===== src/rtl/imm_gen_pipe.sv =====
// rtl/imm_gen_pipe.sv - pipelined RV32/RV64 immediate generator with valid/ready elastic stages
module imm_gen_pipe #(
    parameter int XLEN       = 32,
    parameter int STAGES     = 1,
    parameter bit LEGACY_MAG = 1'b0,
    parameter int TAG_W      = 8
) (
    input  logic             clk,
    input  logic             rst_n,
    input  logic             flush,
    input  logic             in_valid,
    output logic             in_ready,
    input  logic [31:0]      in_instr,
    input  logic [TAG_W-1:0] in_tag,
    output logic             out_valid,
    input  logic             out_ready,
    output logic [XLEN-1:0]  out_imm,
    output logic [2:0]       out_fmt,
    output logic             out_neg,
    output logic             out_illegal,
    output logic [TAG_W-1:0] out_tag
);

    typedef struct packed {
        logic [XLEN-1:0]  imm;
        logic [2:0]       fmt;
        logic             neg;
        logic             ill;
        logic [TAG_W-1:0] tag;
    } pay_t;

    localparam logic [2:0] FMT_R = 3'd0, FMT_I = 3'd1, FMT_S = 3'd2, FMT_B = 3'd3,
                           FMT_U = 3'd4, FMT_J = 3'd5, FMT_X = 3'd7;

    logic [6:0]  opcode;
    logic        is_opimm;
    logic        is_shift;
    logic [5:0]  shamt;
    logic [11:0] mag;
    logic [31:0] raw;
    pay_t        dec;

    assign opcode   = in_instr[6:0];
    assign is_opimm = (opcode == 7'b0010011);
    assign is_shift = is_opimm && (in_instr[13:12] == 2'b01);
    assign shamt    = (XLEN == 64) ? in_instr[25:20] : {1'b0, in_instr[24:20]};
    assign mag      = in_instr[31] ? (~in_instr[31:20] + 12'd1) : in_instr[31:20];

    // Immediate is built as a sign-extended 32-bit value, then widened once to XLEN.
    always_comb begin
        raw     = '0;
        dec     = '0;
        dec.tag = in_tag;
        case (opcode)
            7'b0110011, 7'b0001011: dec.fmt = FMT_R;
            7'b0010011, 7'b0000011, 7'b1100111: begin
                dec.fmt = FMT_I;
                raw     = {{20{in_instr[31]}}, in_instr[31:20]};
            end
            7'b0100011: begin
                dec.fmt = FMT_S;
                raw     = {{20{in_instr[31]}}, in_instr[31:25], in_instr[11:7]};
            end
            7'b1100011: begin
                dec.fmt = FMT_B;
                raw     = {{20{in_instr[31]}}, in_instr[7], in_instr[30:25], in_instr[11:8], 1'b0};
            end
            7'b0110111, 7'b0010111: begin
                dec.fmt = FMT_U;
                raw     = {in_instr[31:12], 12'b0};
            end
            7'b1101111: begin
                dec.fmt = FMT_J;
                raw     = {{12{in_instr[31]}}, in_instr[19:12], in_instr[20], in_instr[30:21], 1'b0};
            end
            default: begin
                dec.fmt = FMT_X;
                dec.ill = 1'b1;
            end
        endcase
        if (is_shift) begin
            raw = {26'b0, shamt};
        end
        if (LEGACY_MAG) begin
            // Sign/magnitude form for the legacy ADDI path; sign travels in neg only.
            if (is_opimm && !is_shift) begin
                raw     = {20'b0, mag};
                dec.neg = in_instr[31];
            end
        end else begin
            dec.neg = raw[31];
        end
        dec.imm = XLEN'($signed(raw));
    end

    logic v0;
    pay_t d0;
    logic take0;

    assign in_ready = !v0 || take0;

    always_ff @(posedge clk) begin
        if (!rst_n) begin
            v0 <= 1'b0;
            d0 <= '0;
        end else begin
            if (flush) begin
                v0 <= 1'b0;
            end else if (in_ready) begin
                v0 <= in_valid;
            end
            if (in_valid && in_ready) begin
                d0 <= dec;
            end
        end
    end

    pay_t dl;
    logic vl;

    generate
        if (STAGES == 2) begin : g_two
            logic v1;
            pay_t d1;

            assign take0 = !v1 || out_ready;

            always_ff @(posedge clk) begin
                if (!rst_n) begin
                    v1 <= 1'b0;
                    d1 <= '0;
                end else begin
                    if (flush) begin
                        v1 <= 1'b0;
                    end else if (take0) begin
                        v1 <= v0;
                    end
                    if (take0 && v0) begin
                        d1 <= d0;
                    end
                end
            end

            assign vl = v1;
            assign dl = d1;
        end else begin : g_one
            assign take0 = out_ready;
            assign vl    = v0;
            assign dl    = d0;
        end
    endgenerate

    assign out_valid   = vl;
    assign out_imm     = dl.imm;
    assign out_fmt     = dl.fmt;
    assign out_neg     = dl.neg;
    assign out_illegal = dl.ill;
    assign out_tag     = dl.tag;

endmodule

===== config.mk =====
export PLATFORM = sky130hd
export DESIGN_NAME = imm_gen_pipe
export DESIGN_NICKNAME = d
export VERILOG_FILES = /design/src/rtl/imm_gen_pipe.sv
export SDC_FILE = /design/constraint.sdc
export NUM_CORES = 1
export LEC_CHECK = 0
export CORE_ASPECT_RATIO = 1.75
export CORE_MARGIN = 4
export CORE_UTILIZATION = 44
export CTS_CLUSTER_DIAMETER = 80
export CTS_CLUSTER_SIZE = 40
export DETAILED_ROUTE_END_ITERATION = 8
export PLACE_DENSITY = 0.82
export SETUP_SLACK_MARGIN = 0.15
export SLEW_MARGIN = 20
export SYNTH_ARGS = -nofsm -noshare
export SYNTH_HDL_FRONTEND = slang
export SYNTH_SLANG_ARGS = --single-unit

===== constraint.sdc =====
create_clock -name clk -period 5 [get_ports clk]
set_clock_uncertainty 0.05 [all_clocks]
set_input_delay 1 -clock clk [delete_from_list [all_inputs] [get_ports clk]]
set_output_delay 1 -clock clk [all_outputs]
set_load 0.05 [all_outputs]

==> flow_summary.yaml <==
outcome:
  status: "finished, final reports clean"
clocking:
  cts_resized: 0
  cts_buffers: 5
  postCtsHoldBufs: 0
  clock-sinks: 45
  cts_tree: "done"
  postCtsSetupBuffers: 0
  cts-root-buf: "clkbuf_8"
  clkLatencyLatePin_ns: 0.30
  cts.htree.levels: 2
  clk_path_buf_depth: 2
  path_clk_slew_ns: 0.08
die:
  initial_core_util_pct: 45.7
  dieArea_sq_mm: 0.00581
  core-area_sq_mm: 0.00444
  die_w_um: 59.3
  rows: 32
  boundaryPins: 92
  fp.dieH_um: 97.8
route:
  ant_nets: 0
  vias: 2074
  via_per_inst: 5.65
  drt_iter0_drc: 52
  totalWireLength_um: 5910
  firstDrtPassIters: 4
  wl_per_cell_um: 16.1
  drc: 0
run:
  cap_violations: 0
global_route:
  grt_pass1_wl_um: 9680
  antenna_found_initial: 0
  grt_pass1_vias: 2008
  grt.total_usage_pct: 21.5
  grt_max_degree: 28
  grt_overflow: 0
cells_and_area:
  diodes: 0
  fin_cells: 367
  layout-drive-gt1-share_pct: 5.06
  layout.nets: 361
  syn_to_final_growth_pct: 48.6
sta:
  setup_slack_ns: 1.54
  hold_violations: 0
  worstMarginPinSlew_ns: 0.895
  fin_crit_ns: 3.46
  fin_crit_sh_pct: 69.2
  setup-tns-final_ns: 0
  fmax_mhz: 289
  rsz0062_at_grt: "false"
  finalSetupViolations: 0
  slew_viol_final: 0
  slew_headroom_pct: 40.4
worst_setup_path:
  cp_slowest_stage_delay_ns: 0.82
  critical_path_class: "input port to output port"
  arrival_ns: 2.41
  cp_max_fo: 4
  cpMostUsedCell: "clkdlybuf4s50_1"
  crit_required_ns: 3.95
  cp-start-kind: "input port"
  slowest_stage: "clkdlybuf4s50_1"
  endpoint_kind: "output port"
  path_cells: "clkdlybuf4s50_1 > nand2b_1 > clkdlybuf4s50_1"
place:
  place_congestion: 0.866
  post-place-ws_ns: 1.40
  dp_hpwl_um: 4520
  port_buffers: 91
  dp_cells: 360
pwr:
  leakagePower_nw: 1.04
  power.total_w: 0.000769
  irDropWorstVdd_uv: 279
  powerDensity_mw_per_mm2: 255
yosys:
  synth_edf_count: 0
  synth-seq-cells: 45
  synthesis.instances: 236
  ys_seq_area_share_pct: 44.4
  synth_flop_cell: "dfxtp_1"
  synth_fp_nets: 281
  yosys_warnings: 0
  avgSynthCellArea_sq_um: 8.60
  synth_top_area_share_pct: 44.4
  yosysTopAreaCell: "dfxtp_1"
  synthTopCellsByArea: "dfxtp_1 (44%), nand2_1 (9.6%), a21oi_1 (5.9%)"
  async_reset_ff_share_pct: 0
  netlist_area_sq_mm: 0.00203
  yosysUniqueCellTypes: 40
min_path:
  worst_hold_path_type: "flip-flop to flip-flop"
==> synth_stat cells (2+ instances only) <==
library cell and n:
nand3_1 7, a22oi_1 4, a32o_1 7, o2bb2ai_1 4, o21ai_0 13, buf_6 2
clkbuf_1 11, dfxtp_1 45, a2111oi_4 2, nand2_1 52, buf_2 3, o221a_2 3
nand2b_1 3, and2_1 4, o21ai_1 10, nor2_1 4, nand3b_1 2, buf_4 2
nand4b_1 3, a21oi_1 24, nor2b_1 4, a21boi_0 9
==> power by group <==
group	leakage (nW)	switching, W	total, W	internal (W)
clock	0.0540	0.000123	0.000269	0.000145
combinational	0.624	0.0000727	0.000131	0.0000584
sequential	0.365	0.00000381	0.000369	0.000366
==> worst max-delay path, delay by kind of cell <==
kind | cells | cell delay [ns]
buf+inv | 2 | 1.27
simple gates | 1 | 0.14
==> placed cells by master (no fill, tap or decap), drive strengths merged, types with 2 or more instances in the layout <==
cell type      count
a21oi             24
nor2b              4
nand4b             3
o2bb2ai            4
clkdlybuf4s50     91
a32o               7
dfxtp             45
nand3b             2
nor4               2
nor2               4
nand3              7
a22oi              4
o221a              3
clkbuf             5
a21boi             9
nand2             52
a2111oi            2
o21ai             23
nand2b             3
and2               4
==> state kept, by name (all words and copies together), names as in the netlist <==
| register | count |
|---|---|
| out_imm | 32 |
| out_tag | 8 |
| out_fmt | 3 |
| out_illegal | 1 |
| out_valid | 1 |
==> worst paths after layout <==
| path | startpoint | endpoint | slack (ns) | depth (start not counted) |
|---|---|---|---|---|
| min reg2reg | out_imm[28] | out_imm[28] | 0.40 | 2 |
| min | out_imm[28] | out_imm[28] | 0.40 | 2 |
| max | out_ready | in_ready | 1.54 | 3 |
| max reg2reg | out_valid | out_imm[14] | 2.70 | 5 |
==> per-stage QoR <==
stage / hold WS, ns / util, % / instance area (sq um)
after floorplan: 0.614 / - / 2030
after global placement: 0.385 / 65.5 / 2910
after detailed placement: 0.391 / 65.5 / 2910
after CTS: 0.403 / 67.9 / 3020
after global routing: 0.429 / 67.9 / 3020
final: 0.402 / 67.9 / 3020
==> layout make-up <==
type	count	area [sq um]
Clock buffer	5	68.8
Clock inverter	2	35.0
Fill cell	377	1430
Inverter	1	3.75
Multi-Input combinational cell	171	1030
Sequential cell	45	901
Tap cell	51	63.8
Timing Repair Buffer	92	918
==> kinds of logic after synthesis <==
family	count (synthesis)	synth area share, %
buf+inv	20	5.05
mux	1	0.493
compound gates	81	27.9
flops	45	44.4
simple gates	89	22.1
==> metal layers <==
| metal | global-route usage [%] | wire [um] | vias to the layer above | part of all wire (%) |
|---|---|---|---|---|
| li1 | - | - | 999 | - |
| met1 | 21.2 | 1990 | 972 | 34 |
| met2 | 38.2 | 3270 | 80 | 55 |
| met3 | 6.22 | 402 | 23 | 6.8 |
| met4 | 11.3 | 244 | 0 | 4.1 |
| met5 | 0 | 0 | - | 0 |
(Power assumes the default switching activity.)
